<file path="src/rtl/qspi_port_arbiter.sv">
// Two-port word-access arbiter in front of one QSPI flash controller. Sequential
// words are streamed without repeating the command/address phase.
module qspi_port_arbiter #(
    parameter int unsigned MAX_BURST = 8
) (
    input  logic        clk,
    input  logic        rst,
    input  logic        p0_req,
    input  logic        p0_we,
    input  logic [23:0] p0_addr,
    input  logic [31:0] p0_wdata,
    output logic [31:0] p0_rdata,
    output logic        p0_ack,
    input  logic        p1_req,
    input  logic        p1_we,
    input  logic [23:0] p1_addr,
    input  logic [31:0] p1_wdata,
    output logic [31:0] p1_rdata,
    output logic        p1_ack,
    output logic        qspi_enable,
    output logic        qspi_interruptOperation,
    output logic [23:0] qspi_address,
    output logic        qspi_changeAddress,
    output logic        qspi_requestData,
    output logic        qspi_storeData,
    output logic [31:0] qspi_writeData,
    input  logic [31:0] qspi_readData,
    input  logic        qspi_wordComplete,
    input  logic        qspi_initialised,
    input  logic        qspi_busy
);

    typedef enum logic [2:0] {ST_INIT, ST_IDLE, ST_ADDR, ST_WORD, ST_NEXT} state_e;

    localparam logic [3:0] BURST_LIMIT = 4'(MAX_BURST);

    state_e      state_q, state_d;
    logic        owner_q, owner_d;
    logic        we_q, we_d;
    logic [21:0] addr_q, addr_d;
    logic        rr_last_q, rr_last_d;
    logic        stream_valid_q, stream_valid_d;
    logic        stream_we_q, stream_we_d;
    logic [21:0] next_addr_q, next_addr_d;
    logic [3:0]  burst_q, burst_d;
    logic        intr_done_q, intr_done_d;
    logic        ack0_q, ack0_d, ack1_q, ack1_d;
    logic [31:0] rdata0_q, rdata0_d, rdata1_q, rdata1_d;

    logic        own_req, own_we, oth_req, gnt, gnt_we, reuse, cont;
    logic [21:0] own_addr, gnt_addr;
    logic [31:0] own_wdata;

    assign own_req   = owner_q ? p1_req : p0_req;
    assign own_we    = owner_q ? p1_we : p0_we;
    assign own_addr  = owner_q ? p1_addr[23:2] : p0_addr[23:2];
    assign own_wdata = owner_q ? p1_wdata : p0_wdata;
    assign oth_req   = owner_q ? p0_req : p1_req;

    // On a tie the port that did not win last time is granted.
    assign gnt      = (p0_req && p1_req) ? ~rr_last_q : p1_req;
    assign gnt_we   = gnt ? p1_we : p0_we;
    assign gnt_addr = gnt ? p1_addr[23:2] : p0_addr[23:2];

    assign reuse = stream_valid_q && (gnt_addr == next_addr_q) && (gnt_we == stream_we_q);
    assign cont  = own_req && (own_addr == next_addr_q) && (own_we == stream_we_q)
                   && (!oth_req || (burst_q < BURST_LIMIT));

    assign qspi_enable  = 1'b1;
    assign qspi_address = {addr_q, 2'b00};
    assign p0_ack       = ack0_q;
    assign p1_ack       = ack1_q;
    assign p0_rdata     = rdata0_q;
    assign p1_rdata     = rdata1_q;

    // NOTE: every signal written here gets a default first, so no path can infer a latch.
    always_comb begin
        state_d        = state_q;
        owner_d        = owner_q;
        we_d           = we_q;
        addr_d         = addr_q;
        rr_last_d      = rr_last_q;
        stream_valid_d = stream_valid_q;
        stream_we_d    = stream_we_q;
        next_addr_d    = next_addr_q;
        burst_d        = burst_q;
        intr_done_d    = intr_done_q;
        ack0_d         = 1'b0;
        ack1_d         = 1'b0;
        rdata0_d       = rdata0_q;
        rdata1_d       = rdata1_q;
        qspi_interruptOperation = 1'b0;
        qspi_changeAddress      = 1'b0;
        qspi_requestData        = 1'b0;
        qspi_storeData          = 1'b0;
        qspi_writeData          = 32'd0;

        unique case (state_q)
            ST_INIT: begin
                if (qspi_initialised) state_d = ST_IDLE;
            end
            ST_IDLE: begin
                if (p0_req || p1_req) begin
                    owner_d   = gnt;
                    we_d      = gnt_we;
                    addr_d    = gnt_addr;
                    rr_last_d = gnt;
                    burst_d   = 4'd0;
                    state_d   = reuse ? ST_WORD : ST_ADDR;
                end
            end
            ST_ADDR: begin
                // An open controller stream must be aborted before re-addressing.
                if (stream_valid_q && qspi_busy && !intr_done_q) begin
                    qspi_interruptOperation = 1'b1;
                    intr_done_d             = 1'b1;
                end else begin
                    qspi_changeAddress = 1'b1;
                    qspi_storeData     = we_q;
                    intr_done_d        = 1'b0;
                    state_d            = ST_WORD;
                end
            end
            ST_WORD: begin
                qspi_requestData = ~we_q;
                qspi_storeData   = we_q;
                qspi_writeData   = we_q ? own_wdata : 32'd0;
                if (qspi_wordComplete) begin
                    ack0_d         = ~owner_q;
                    ack1_d         = owner_q;
                    if (!we_q && !owner_q) rdata0_d = qspi_readData;
                    if (!we_q && owner_q)  rdata1_d = qspi_readData;
                    next_addr_d    = addr_q + 22'd1;
                    stream_valid_d = 1'b1;
                    stream_we_d    = we_q;
                    burst_d        = (burst_q == 4'hF) ? burst_q : burst_q + 4'd1;
                    state_d        = ST_NEXT;
                end
            end
            ST_NEXT: begin
                if (cont) begin
                    // Keep the stream strobes high so the controller never sees a gap.
                    qspi_requestData = ~we_q;
                    qspi_storeData   = we_q;
                    qspi_writeData   = we_q ? own_wdata : 32'd0;
                    addr_d           = own_addr;
                    state_d          = ST_WORD;
                end else begin
                    state_d = ST_IDLE;
                end
            end
            default: state_d = ST_INIT;
        endcase

        // Device re-initialisation kills any stream; the pending word is reissued later.
        if (!qspi_initialised) begin
            stream_valid_d          = 1'b0;
            intr_done_d             = 1'b0;
            ack0_d                  = 1'b0;
            ack1_d                  = 1'b0;
            rdata0_d                = rdata0_q;
            rdata1_d                = rdata1_q;
            qspi_interruptOperation = 1'b0;
            qspi_changeAddress      = 1'b0;
            qspi_requestData        = 1'b0;
            qspi_storeData          = 1'b0;
            qspi_writeData          = 32'd0;
            state_d                 = ST_INIT;
        end
    end

    // NOTE: state registers use non-blocking assignments only; reset is synchronous.
    always_ff @(posedge clk) begin
        if (rst) begin
            state_q        <= ST_INIT;
            owner_q        <= 1'b0;
            we_q           <= 1'b0;
            addr_q         <= '0;
            rr_last_q      <= 1'b1;
            stream_valid_q <= 1'b0;
            stream_we_q    <= 1'b0;
            next_addr_q    <= '0;
            burst_q        <= '0;
            intr_done_q    <= 1'b0;
            ack0_q         <= 1'b0;
            ack1_q         <= 1'b0;
            rdata0_q       <= '0;
            rdata1_q       <= '0;
        end else begin
            state_q        <= state_d;
            owner_q        <= owner_d;
            we_q           <= we_d;
            addr_q         <= addr_d;
            rr_last_q      <= rr_last_d;
            stream_valid_q <= stream_valid_d;
            stream_we_q    <= stream_we_d;
            next_addr_q    <= next_addr_d;
            burst_q        <= burst_d;
            intr_done_q    <= intr_done_d;
            ack0_q         <= ack0_d;
            ack1_q         <= ack1_d;
            rdata0_q       <= rdata0_d;
            rdata1_q       <= rdata1_d;
        end
    end

endmodule

</file>
<file path="config.mk">
export PLATFORM = sky130hd
export DESIGN_NAME = qspi_port_arbiter
export DESIGN_NICKNAME = d
export VERILOG_FILES = /design/src/rtl/qspi_port_arbiter.sv
export SDC_FILE = /design/constraint.sdc
export NUM_CORES = 1
export LEC_CHECK = 0
export CORE_MARGIN = 2
export CORE_UTILIZATION = 40
export DETAILED_ROUTE_END_ITERATION = 7
export PLACE_DENSITY = 0.84
export RECOVER_POWER = 50
export SYNTH_ARGS = -nofsm -noshare
export SYNTH_HDL_FRONTEND = slang
export SYNTH_SLANG_ARGS = --single-unit
</file>
<file path="constraint.sdc">
create_clock -name clk -period 2.5 [get_ports clk]
set_input_delay 0.5 -clock clk [delete_from_list [all_inputs] [get_ports clk]]
set_output_delay 0.5 -clock clk [all_outputs]
set_load 0.03 [all_outputs]
</file>
# Yosys cells after proc, flatten, opt, wreduce, memory -nomap -nowiden
# Cells that the tools add are included.
[totals]
regBits = 123
latchBits = 0
ramBits = 0
mem_bits_ro = 0
input_bits = 153
out_inout_bits = 127
wordCells = 103
mem_count = 0
[op_classes]
add_sub_neg = 2
multipliers = 0
n_div = 0
order_cmp = 1
eq_ne = 14
n_shift = 0
n_mux = 38
bitwise = 6
n_reduce_logical = 28
[ops]
columns = ["operator", "n"]
rows = [
  ["$mux W32", 4],
  ["$mux W22", 4],
  ["$pmux W32 S2", 1],
  ["$eq A22 B22 Y1", 2],
  ["$pmux W22 S2", 1],
  ["$add A22 B1 Y22 const B", 1],
  ["$mux W1", 17],
  ["$pmux W3 S5", 1],
  ["$mux W4", 3],
  ["$reduce_and A4 Y1", 3],
  ["$logic_and A1 B1 Y1", 10],
  ["$ne A2 B2 Y1 const B", 5],
  ["$mux W3", 3],
  ["$pmux W4 S2", 1],
  ["$eq A3 B2 Y1 const B", 2],
  ["$not A1 Y1", 6],
  ["$reduce_and A3 Y1", 2],
  ["$add A4 B1 Y4 const B", 1],
  ["$eq A4 B4 Y1 const B", 1],
  ["$logic_not A1 Y1", 4],
  ["$lt A4 B4 Y1 const B", 1],
  ["$reduce_and A2 Y1", 2],
  ["$reduce_bool A2 Y1", 2],
  ["$reduce_or A4 Y1", 1],
  ["9 further kinds", 11],
]

# Longest topological paths before layout
[depth]
word_depth = 9
depth_mapped = 9
mapped_depth_nobuf = 7

# Least setup slack after synthesis
# No wires, ideal clock.
[synth_timing]
kind = "flip-flop to output port"
startpoint = "register owner_q"
endpoint = "output qspi_writeData[0]"
arrival_time_ns = 2.461
required_time_ns = 2.000
slack_ns = -0.461
path_stages_with_launch = 9
n_path_buf = 2
path_cell_list = "dfxtp_1 > buf_6 > buf_6 > mux2i_1 > xor2_1 > nand4_1 > nor4_4 > a21oi_4 > nor3_1"
[synth_via]
elab_chain_cells = 8
elab_cells_between_ends = 16
classes_between = "eq/ne: 2; mux: 9; reduce/logical: 5"
[synth_lines]
columns = ["element", "line", "text"]
rows = [
  ["start, declared", "38", "logic owner_q, owner_d;"],
  ["start signal, assigned", "191", "owner_q <= owner_d;"],
  ["$mux W22", "56", "assign own_addr = owner_q ? p1_addr[23:2] : p0_addr[23:2];"],
  ["$eq A22 B22 Y1", "66", "assign cont = own_req && (own_addr == next_addr_q) && (own_we == stream_we_q)"],
  ["$logic_and A1 B1 Y1 (2 in a row)", "66", ""],
  ["$logic_and A1 B1 Y1", "67", "&& (!oth_req || (burst_q < BURST_LIMIT));"],
  ["$mux W32", "141", "if (cont) begin"],
  ["$pmux W32 S2 (*)", "98", "unique case (state_q)"],
  ["$mux W32 (*)", "156", "if (!qspi_initialised) begin"],
  ["end, declared", "26", "output logic [31:0] qspi_writeData,"],
]
# Every way passes the cells marked *; elsewhere a longest branch is shown, timed or not.

# Worst setup path in the final report
[layout_timing]
startpoint = "register owner_q"
endpoint = "output qspi_writeData[23]"
# The elaborated chain is that of the path after synthesis.

==> out/results.txt <==
status -> complete, but fails checks
failing checks -> negative setup slack
setup ws final -> -782 ps
initial core utilization -> 40.6%
data required time of the critical path -> 2000 ps
Leak Pwr -> 0.00439 uW
Final Slew Violations -> 0
worst r2r src -> owner_q
Final Instance Count excl. Fillers -> 1354
largest net degree at the start of global routing -> 117
Gate power share -> 17.7%
most frequent cells in the layout -> clkdlybuf4s50_1, nand2_1, dfxtp_1
post-synthesis cell type count -> 43
number of placement rows -> 48
Layout area overhead -> 66.5%
Crit Path Category -> reg2out
largest family of logic cells by synthesized area -> simple AND/OR/NAND/NOR gates
Max Buffers Root-to-Sink -> 2
initial antenna violation count -> 0
Final Hold Viols -> 0
Nets -> 1273
# fillers -> 1289
post-DP HPWL -> 18200 um
Final min period -> 3280 ps
Cell Int Power -> 4120 uW
hold_buf cts -> 0
WL/cell -> 19.1 um
CP Data Arrival Time -> 2780 ps
Mapped Cells -> 793
worst setup path startpoint -> owner_q
Synth Area in XOR/XNOR -> 8.69%
Final Core Density -> 67.6%
synthesis warning total -> 0
antenna cells -> 0
grt ovf -> 0
mux share of post-synthesis cell area -> 15.2%
Post-Synth Adder-Cell Area -> 0.360%
worst-skew pair later-pin latency -> 420 ps
sequential share of power -> 37.1%
critical path endpoint category -> primary output
Reg clk slew, reported paths -> 50 ps
final worst-path cycle share -> 131%
GRT Util Overall -> 26.1%
Clk pwr share -> 45.2%
CTS buffer count -> 17
Fin Clk Skew -> 6.83 ps
Synth Cell Area -> 0.00695 sq mm
final wirelength -> 25900 um
io pins -> 280
maxcap violations -> 0
DRC viols -> 0
final RePlAce weighted congestion -> 0.993
number of synthesized register bits -> 123
first-pass GRT wire length -> 37300 um
Worst slew margin -> 39.1%
Psw -> 1400 uW
die height -> 136 um
Final Setup Violations -> 57
RSZ-0062 raised after global routing -> true
# clock sinks -> 123
root buf cell -> clkbuf_16
DR vias -> 7385
sequential-to-total area share from yosys stat -> 35.4%
H-tree depth -> 4
Cells after DPL -> 1313
Tot Pwr -> 5520 uW
DR iter-0 viols -> 569
Peak Freq -> 305 MHz
Pre-antenna DRT Iters -> 4
type of origin of the critical path -> flop
Switching Fraction -> 25.3%
Compound-Gate Fraction of Synth Area -> 15.0%
vias in the first global route -> 6900
post-route ant nets -> 0
hold path start -> p1_rdata[28]
DR vias/cell -> 5.45
Register Area -> 0.00247 sq mm
I/O Buffers -> 272
PD cells -> 477 mW/mm^2
Final TNS setup -> -28330 ps
full die area -> 0.0184 sq mm
Synth Area in Simple Gates -> 20.2%
ratio of cells with drive above 1 in the final layout -> 21.5%
width of the die -> 136 um
syn avg cell area -> 8.76 sq um
Core Area -> 0.0171 sq mm
Hold Path Class -> reg2reg
commonest non-fill, non-tap cell in the layout -> clkdlybuf4s50_1
Max IR drop VDD -> 408 uV
worst slew pin tran -> 914 ps
CP Max Fanout -> 20
CTS tree -> yes
multi-input logic area -> 0.00451 sq mm
Worst Hold Slack -> 451 ps
## metrics by stage
stage	setup slack (ps)	instance area, sq um
2_1_floorplan	-265	7220
3_3_place_gp	-751	10600
3_5_place_dp	-821	10600
4_1_cts	-788	11300
5_1_grt	-840	11600
6_report	-782	11600
## synth_stat cells
library cell / count / area share [%]
nor2b_1: 3 / 0.27
xnor2_1: 8 / 1.0
o21ai_0: 2 / 0.14
o21a_1: 2 / 0.22
nand4_1: 18 / 1.6
a21oi_4: 1 / 0.23
a21o_2: 1 / 0.13
buf_4: 4 / 0.43
nand2_1: 145 / 7.8
dfxtp_1: 123 / 35
buf_2: 11 / 0.79
a21o_1: 1 / 0.11
buf_1: 1 / 0.054
and2_1: 2 / 0.18
xor2_1: 61 / 7.7
a2bb2oi_1: 1 / 0.13
nand2b_1: 4 / 0.36
a21boi_0: 1 / 0.11
and4_1: 3 / 0.38
or3b_2: 2 / 0.25
nor3_2: 30 / 4.3
a211oi_2: 20 / 3.6
o21bai_1: 1 / 0.11
and3_1: 5 / 0.45
conb_1: 2 / 0.11
o22ai_1: 1 / 0.090
a311oi_1: 1 / 0.13
inv_1: 1 / 0.054
clkbuf_1: 41 / 2.2
mux2_4: 1 / 0.22
a21oi_1: 70 / 5.0
a211oi_1: 46 / 5.0
buf_6: 9 / 1.5
nor3b_1: 2 / 0.22
nor2_1: 32 / 1.7
mux2i_1: 104 / 15
nor4_1: 2 / 0.18
and3b_1: 1 / 0.13
ha_1: 2 / 0.36
or3_1: 3 / 0.27
nand3_1: 9 / 0.65
nor3_1: 15 / 1.1
nor4_4: 1 / 0.31
## worst max-delay path: stages (launching register included)
cell and delay (ps):
dfxtp_4 450, buf_6 160, buf_6 110, mux2i_2 220, xor2_1 170, nand4_1 220, nor4_4 370, a21oi_4 130
buf_12 210, nor3_4 160, buf_6 150
## power groups by stage
stage | Combinational (uW) | Clock, uW | Sequential, uW
3_5_place_dp | 928 | 0 | 2090
6_report | 975 | 2490 | 2050
4_1_cts | 943 | 2510 | 2040
3_3_place_gp | 915 | 0 | 2090
5_1_grt | 1020 | 2590 | 2050
2_1_floorplan | 385 | 0 | 2120
## registers in the layout, summed over array words and instances (netlist names)
name            count
intr_done_q         1
stream_valid_q      1
p1_rdata           32
owner_q             1
p1_ack              1
next_addr_q        22
state_q             3
stream_we_q         1
rr_last_q           1
p0_ack              1
burst_q             4
addr_q             22
we_q                1
p0_rdata           32
## metal layers
| metal | track usage [%] | vias to the layer above | part of all wire, % |
|---|---|---|---|
| met1 | 31.6 | 3506 | 39 |
| met2 | 44.4 | 358 | 49 |
| met5 | 0 | - | 0 |
| met3 | 6.11 | 75 | 8.2 |
| met4 | 10.9 | 0 | 3.5 |
| li1 | - | 3446 | - |
## kinds of logic (layout without fill, tap and decap cells)
logic type	Yosys count	count (layout)
other	2	3
DFF	123	123
muxes	105	105
xor gates and xnor gates	69	69
adders and majority gates	2	2
buffers and inverters	67	402
and+or+nand+nor	277	277
AOI/OAI and AO/OA	148	148
## area by class of cell
cell class / count / share of cell area, %
tap: 225 / 2.43
multi-input combinational: 604 / 39.0
sequential: 123 / 21.3
inverter: 1 / 0.0324
clock inverter: 6 / 0.725
timing repair buffer: 371 / 32.1
clock buffer: 24 / 4.43
## worst paths after layout
check / slack, ps / to / cells after the start
setup / recovery: -780 / qspi_writeData[23] / 10
hold / removal: 450 / p1_rdata[28] / 2
setup reg to reg: -170 / addr_q[21] / 12
hold reg to reg: 450 / p1_rdata[28] / 2
## repair_timing
action                                  in CTS  in global routing
cloned                                       0                  1
endpoints found under the setup margin      56                 57
resized for setup                           10                 53
setup buffers                                5                  8
pin swaps                                    3                  8
(Power assumes the default switching activity.)
